$ cat config.mk
export PLATFORM = sky130hd
export DESIGN_NAME = fft_frame_loader
export DESIGN_NICKNAME = d
export VERILOG_FILES = /design/src/rtl/fft_pkg.sv /design/src/rtl/fft_frame_bank.sv /design/src/rtl/fft_frame_loader.sv
export SDC_FILE = /design/constraint.sdc
export NUM_CORES = 2
export LEC_CHECK = 0
export CAP_MARGIN = 25
export CORE_ASPECT_RATIO = 0.7
export CORE_MARGIN = 4
export CORE_UTILIZATION = 62
export DETAILED_ROUTE_END_ITERATION = 6
export PLACE_DENSITY = 0.85
export SYNTH_ARGS = -nofsm -noshare
export SYNTH_HDL_FRONTEND = slang
export SYNTH_HIERARCHICAL = 1
export SYNTH_SLANG_ARGS = --single-unit
$ cat constraint.sdc
create_clock -name CLK -period 4.31 [get_ports CLK]
set_clock_uncertainty 0.1 [all_clocks]
set_input_delay 0.862 -clock CLK [delete_from_list [all_inputs] [get_ports CLK]]
set_output_delay 0.862 -clock CLK [all_outputs]
set_load 0.02 [all_outputs]
$ cat src/rtl/fft_pkg.sv
// Shared types for the fft_8 front end: sample format, frame geometry and the
// loader's output-sequencer states.
package fft_pkg;

  localparam int DW    = 16;
  localparam int N     = 8;
  localparam int LOG2N = 3;

  typedef struct packed {
    logic signed [DW-1:0] re;
    logic signed [DW-1:0] im;
  } cplx_t;

  typedef enum logic [1:0] {
    ST_IDLE    = 2'd0,
    ST_PRESENT = 2'd1,
    ST_START   = 2'd2,
    ST_WAIT    = 2'd3
  } ldr_state_t;

endpackage

$ cat src/rtl/fft_frame_bank.sv
// One 8-entry complex sample buffer with a frame-complete flag.
module fft_frame_bank
  import fft_pkg::*;
(
  input  logic              clk,
  input  logic              rst,
  input  logic              wr_en,
  input  logic [LOG2N-1:0]  wr_idx,
  input  cplx_t             wr_data,
  input  logic              set_full,
  input  logic              clr_full,
  output cplx_t [N-1:0]     entries,
  output logic              full
);

  cplx_t [N-1:0] entries_q, entries_d;
  logic          full_q, full_d;

  always_comb begin
    entries_d = entries_q;
    full_d    = full_q;
    if (wr_en) entries_d[wr_idx] = wr_data;
    if (set_full)      full_d = 1'b1;
    else if (clr_full) full_d = 1'b0;
  end

  always_ff @(posedge clk) begin
    if (rst) begin
      entries_q <= '0;
      full_q    <= 1'b0;
    end else begin
      entries_q <= entries_d;
      full_q    <= full_d;
    end
  end

  assign entries = entries_q;
  assign full    = full_q;

endmodule

$ cat src/rtl/fft_frame_loader.sv
// Streams complex samples into ping-pong frame banks and hands each finished
// frame to fft_8 in parallel, sequencing its write/start controls.
module fft_frame_loader #(
  parameter int DW = 16,
  parameter int N  = 8
) (
  input  logic          CLK,
  input  logic          RST,
  input  logic          s_valid,
  output logic          s_ready,
  input  logic [DW-1:0] s_re,
  input  logic [DW-1:0] s_im,
  input  logic          s_last,
  input  logic          fft_ready,
  output logic          write,
  output logic          start,
  output logic [DW-1:0] inwr1,
  output logic [DW-1:0] inwr2,
  output logic [DW-1:0] inwr3,
  output logic [DW-1:0] inwr4,
  output logic [DW-1:0] inwr5,
  output logic [DW-1:0] inwr6,
  output logic [DW-1:0] inwr7,
  output logic [DW-1:0] inwr8,
  output logic [DW-1:0] inwc1,
  output logic [DW-1:0] inwc2,
  output logic [DW-1:0] inwc3,
  output logic [DW-1:0] inwc4,
  output logic [DW-1:0] inwc5,
  output logic [DW-1:0] inwc6,
  output logic [DW-1:0] inwc7,
  output logic [DW-1:0] inwc8,
  output logic          frame_err,
  output logic [15:0]   frames_out,
  output logic [1:0]    dbg_state
);
  import fft_pkg::*;

  localparam logic [LOG2N-1:0] LAST_IDX = LOG2N'(N - 1);

  ldr_state_t       state_q, state_d;
  logic             wbank_q, wbank_d, rbank_q, rbank_d;
  logic [LOG2N-1:0] widx_q, widx_d;
  logic             seen_low_q, seen_low_d;
  logic             frame_err_q, frame_err_d;
  logic [15:0]      frames_out_q, frames_out_d;
  cplx_t [N-1:0]    frame_q, frame_d;

  cplx_t [N-1:0]    bank_data [2];
  logic [1:0]       full, bank_wr, bank_set, bank_clr;
  logic             accept, short_last, frame_done, write_c, start_c;
  cplx_t            sample;

  // Stream handshake: a sample transfers on every rising edge where
  // s_valid && s_ready; s_ready depends only on the fill bank's full flag,
  // never on s_valid, and the source must hold data steady until it transfers.
  assign s_ready    = !full[wbank_q];
  assign accept     = s_valid && s_ready;
  assign short_last = accept && s_last && (widx_q != LAST_IDX);
  assign frame_done = accept && (widx_q == LAST_IDX);
  assign sample     = cplx_t'{re: s_re, im: s_im};

  for (genvar b = 0; b < 2; b++) begin : g_bank
    fft_frame_bank u_bank (
      .clk      (CLK),
      .rst      (RST),
      .wr_en    (bank_wr[b]),
      .wr_idx   (widx_q),
      .wr_data  (sample),
      .set_full (bank_set[b]),
      .clr_full (bank_clr[b]),
      .entries  (bank_data[b]),
      .full     (full[b])
    );
  end

  always_comb begin
    bank_wr      = '0;
    bank_set     = '0;
    bank_clr     = '0;
    wbank_d      = wbank_q;
    widx_d       = widx_q;
    frame_err_d  = 1'b0;
    state_d      = state_q;
    rbank_d      = rbank_q;
    seen_low_d   = seen_low_q;
    frames_out_d = frames_out_q;
    frame_d      = frame_q;
    write_c      = 1'b0;
    start_c      = 1'b0;

    // An early s_last drops the partial frame; the bank is simply refilled.
    if (short_last) begin
      widx_d      = '0;
      frame_err_d = 1'b1;
    end else if (accept) begin
      bank_wr[wbank_q] = 1'b1;
      if (frame_done) begin
        bank_set[wbank_q] = 1'b1;
        wbank_d           = !wbank_q;
        widx_d            = '0;
      end else begin
        widx_d = widx_q + LOG2N'(1);
      end
    end

    case (state_q)
      ST_IDLE: begin
        if (full[rbank_q] && fft_ready) begin
          state_d = ST_PRESENT;
          frame_d = bank_data[rbank_q];
        end
      end
      ST_PRESENT: begin
        write_c = 1'b1;
        state_d = ST_START;
      end
      ST_START: begin
        write_c           = 1'b1;
        start_c           = 1'b1;
        bank_clr[rbank_q] = 1'b1;
        rbank_d           = !rbank_q;
        frames_out_d      = frames_out_q + 16'd1;
        // A core that drops ready on the start edge itself must still count.
        seen_low_d        = !fft_ready;
        state_d           = ST_WAIT;
      end
      ST_WAIT: begin
        seen_low_d = seen_low_q || !fft_ready;
        if (seen_low_q && fft_ready) state_d = ST_IDLE;
      end
      default: state_d = ST_IDLE;
    endcase
  end

  always_ff @(posedge CLK) begin
    if (RST) begin
      state_q      <= ST_IDLE;
      wbank_q      <= 1'b0;
      rbank_q      <= 1'b0;
      widx_q       <= '0;
      seen_low_q   <= 1'b0;
      frame_err_q  <= 1'b0;
      frames_out_q <= '0;
      frame_q      <= '0;
    end else begin
      state_q      <= state_d;
      wbank_q      <= wbank_d;
      rbank_q      <= rbank_d;
      widx_q       <= widx_d;
      seen_low_q   <= seen_low_d;
      frame_err_q  <= frame_err_d;
      frames_out_q <= frames_out_d;
      frame_q      <= frame_d;
    end
  end

  assign write      = write_c && !RST;
  assign start      = start_c && !RST;
  assign frame_err  = frame_err_q;
  assign frames_out = frames_out_q;
  assign dbg_state  = state_q;

  assign inwr1 = frame_q[0].re;
  assign inwr2 = frame_q[1].re;
  assign inwr3 = frame_q[2].re;
  assign inwr4 = frame_q[3].re;
  assign inwr5 = frame_q[4].re;
  assign inwr6 = frame_q[5].re;
  assign inwr7 = frame_q[6].re;
  assign inwr8 = frame_q[7].re;
  assign inwc1 = frame_q[0].im;
  assign inwc2 = frame_q[1].im;
  assign inwc3 = frame_q[2].im;
  assign inwc4 = frame_q[3].im;
  assign inwc5 = frame_q[4].im;
  assign inwc6 = frame_q[5].im;
  assign inwc7 = frame_q[6].im;
  assign inwc8 = frame_q[7].im;

endmodule
==> impl_metrics.toml <==
[routing]
dr.first_iter.drc_count = 2526
routed_via_density = 6.09
drtAntennaViolNets = 0
wl_mm = 102
drt_pre_antenna_iters = 5
route.detailed.drc = 0
routed-via-count = 24600
drt-wirelength-per-cell_um = 25.2

[power]
sw_frac_of_total_pct = 22.5
vdd_ir_drop_max_mv = 0.258
seq_power_share_pct = 50.3
finalPower_mw = 14.7
part_of_the_power_in_the_clock_network_pct = 45.3
power_frac_comb_pct = 4.4
power.internal_mw = 11.4
powerDensity_nw_per_um2 = 368
leakage_nw = 15.4
p_switching_mw = 3.31

[critical_path]
path_class = "reg2reg"
worst_path_required_time_ps = 4720
type_of_element_launching_the_critical_path = "flop"
largest_fanout_on_the_critical_path = 22
critical_path.endpoint_type = "flop"
regToRegSetupSlack_ps = 790
signal_arrival_time_at_the_worst_endpoint_ps = 3930

[floorplanning]
initial_util_pct = 63.2
std_cell_rows = 71
floorplan.die_area_um2 = 59000
design.portCount = 315
die-width_um = 289
design.core.area_um2 = 54100
die_height_um = 205

[yosys]
yosysWarnings = 6
synth_seq_cells = 795
yosysSeqAreaShare_pct = 46.5
yosys_most_used_dff = "dfxtp_1"
netlist_instances = 3133
syn_area_per_cell_um2 = 10.9
mappedNetlistArea_um2 = 34200
synth_nets = 3176
post_synth_edffs = 0
synth-async-reset-ratio_pct = 0
ys_types = 40

[placement]
dp_hpwl_mm = 62.0
placedCellCount = 3910
placement.io_buffers = 314
detailed_place.area_um2 = 37400
detailedPlace.worstSlack_ps = 958
routabilityCongestion = 0.844

[clocking]
cts_tree = "yes"
clockRootBuffer = "clkbuf_16"
worst_skew_pair.late_latency_ps = 620
post_cts.repair.setup_buffers = 0
ctsResizeCount = 0
cts.path.max_buffers = 3
tritoncts.num_buffers = 73
postCtsHoldBufs = 0
cts_htree_levels = 3
sink_count_of_the_clock_tree = 795
cts.reportedPaths.clkPinSlew_ps = 60

[layout]
stdcell_area_um2 = 39900
antennaDiodeCount = 0
post_route_cells_drive_above_1_share_pct = 13.5
area_growth_pct = 16.5
finalNetCount = 3298
fillerInstances = 3547
finalCoreUtilization_pct = 73.7
largest_register_ffs = 512
layoutNonFillerInstCount = 4043

[global_routing]
grtUsageTotal_pct = 33.6
grt-ovfl-total = 0
number_of_global_route_vias_before_repair = 24600
grt_first_pass_wirelength_mm = 151
pin_count_of_the_biggest_net_entering_global_routing = 293
antenna_found_initial = 0

[timing]
timing.setup.tns_ps = 0
hold-worst-slack_ps = 373
achievable-frequency_mhz = 284
max_slew_headroom_pct = 10.8
period_minus_slack_ps = 3520
hold_violations = 0
rsz0062_at_grt = "no"
report.final.slew_viol_count = 0
finalSetupViolations = 0
post-route-period-util_pct = 81.7
worst_slack_ps = 790
worst-slew-pin-transition_ps = 1340

[run_status]
status = "completed"

[min_path]
timing.hold.worst.class = "reg2reg"

[run]
drv.max_cap_violation_count = 0
[area by class of cell]
class                           instances  area (um^2)  area share, %
Multi-Input combinational cell       1988        16700           41.9
Timing Repair Buffer                  386         3830           9.60
Sequential cell                       795        15900           39.9
Clock buffer                          109         2220           5.56
Inverter                               11         41.3          0.104
Tap cell                              730          913           2.29
Clock inverter                         24          236          0.593
[logic make-up (layout without fill, tap and decap cells)]
| family | Yosys count | count (layout) | synth area share (%) |
|---|---|---|---|
| AND/OR/NAND/NOR | 660 | 660 | 12.2 |
| AO/OA/AOI/OAI | 540 | 540 | 13.4 |
| XOR/XNOR | 5 | 5 | 0.128 |
| multiplexers | 777 | 777 | 22.8 |
| buffers and inverters | 350 | 530 | 4.80 |
| flip-flops | 795 | 795 | 46.5 |
| adder cells (fa/ha/maj) | 6 | 6 | 0.219 |
[cell usage in the layout (no fill, tap or decap), types with 15 or more instances in the layout]
master / netlist / layout
clkinv_2: 0 / 15
nor2_1: 16 / 16
clkbuf_1: 196 / 15
nand2b_1: 580 / 580
a211oi_2: 240 / 240
buf_4: 14 / 61
mux2i_1: 769 / 769
a211oi_1: 18 / 18
a21oi_1: 268 / 268
dfxtp_1: 795 / 794
clkdlybuf4s50_1: 0 / 313
clkbuf_16: 0 / 77
clkbuf_8: 0 / 17
[Yosys cell counts (4+ instances only)]
library cell  instances  area [um^2]
buf_1                25         93.8
a211oi_2            240         3000
a211oi_1             18          135
o21ai_0               4         20.0
nor4_1                6         37.5
nand4b_1              7         61.3
buf_6                23          259
nand3_1               4         20.0
a21oi_1             268         1340
dfxtp_1             795        15900
or4_1                 4         30.0
nand2b_1            580         3630
o31ai_1               4         30.0
nand4_1               9         56.3
inv_1                11         41.3
nor2b_1               8         50.1
nor2_1               16         60.1
nand4bb_1             6         67.6
buf_2                81          405
nand2_1               7         26.3
buf_4                14          105
mux2_1                6         67.6
ha_1                  6         75.1
mux2i_1             769         7700
clkbuf_1            196          736
[power by group through the flow]
stage / combinational (mW) / clock (mW) / sequential [mW]
after CTS: 0.620 / 6.69 / 7.38
after detailed placement: 0.618 / 0 / 7.55
after floorplan: 0.358 / 0 / 7.54
after global routing: 0.647 / 7.00 / 7.38
after global placement: 0.607 / 0 / 7.55
final: 0.643 / 6.65 / 7.38
[worst paths after layout]
check	cells past startpoint	startpoint	endpoint
worst min register to register	2	g_bank[0].u_bank/entries[167]$_SDFFE_PP0P_	g_bank[0].u_bank/entries[167]$_SDFFE_PP0P_
worst min-delay path	2	g_bank[0].u_bank/entries[167]$_SDFFE_PP0P_	g_bank[0].u_bank/entries[167]$_SDFFE_PP0P_
worst max register to register	8	widx_q[1]$_SDFFE_PP0P_	g_bank[1].u_bank/entries[14]$_SDFFE_PP0P_
worst max-delay path	8	widx_q[1]$_SDFFE_PP0P_	g_bank[1].u_bank/entries[14]$_SDFFE_PP0P_
[per-layer routing]
| metal | GRT usage (%) | share of wire [%] | up-vias |
|---|---|---|---|
| met4 | 16.9 | 5.7 | 0 |
| met2 | 53.1 | 46 | 1069 |
| met1 | 44.5 | 41 | 12100 |
| met5 | 0 | 0 | - |
| li1 | - | - | 11200 |
| met3 | 5.96 | 7.4 | 264 |
[worst max-delay path, stage by stage, from the launching register on]
cell and delay [ps]:
dfxtp_1 870, ha_1 280, ha_1 200, nand2b_1 210, nand2_1 110, nor2_1 690, nor4b_4 320, buf_4 390
mux2i_1 240
(Power assumes the default switching activity.)
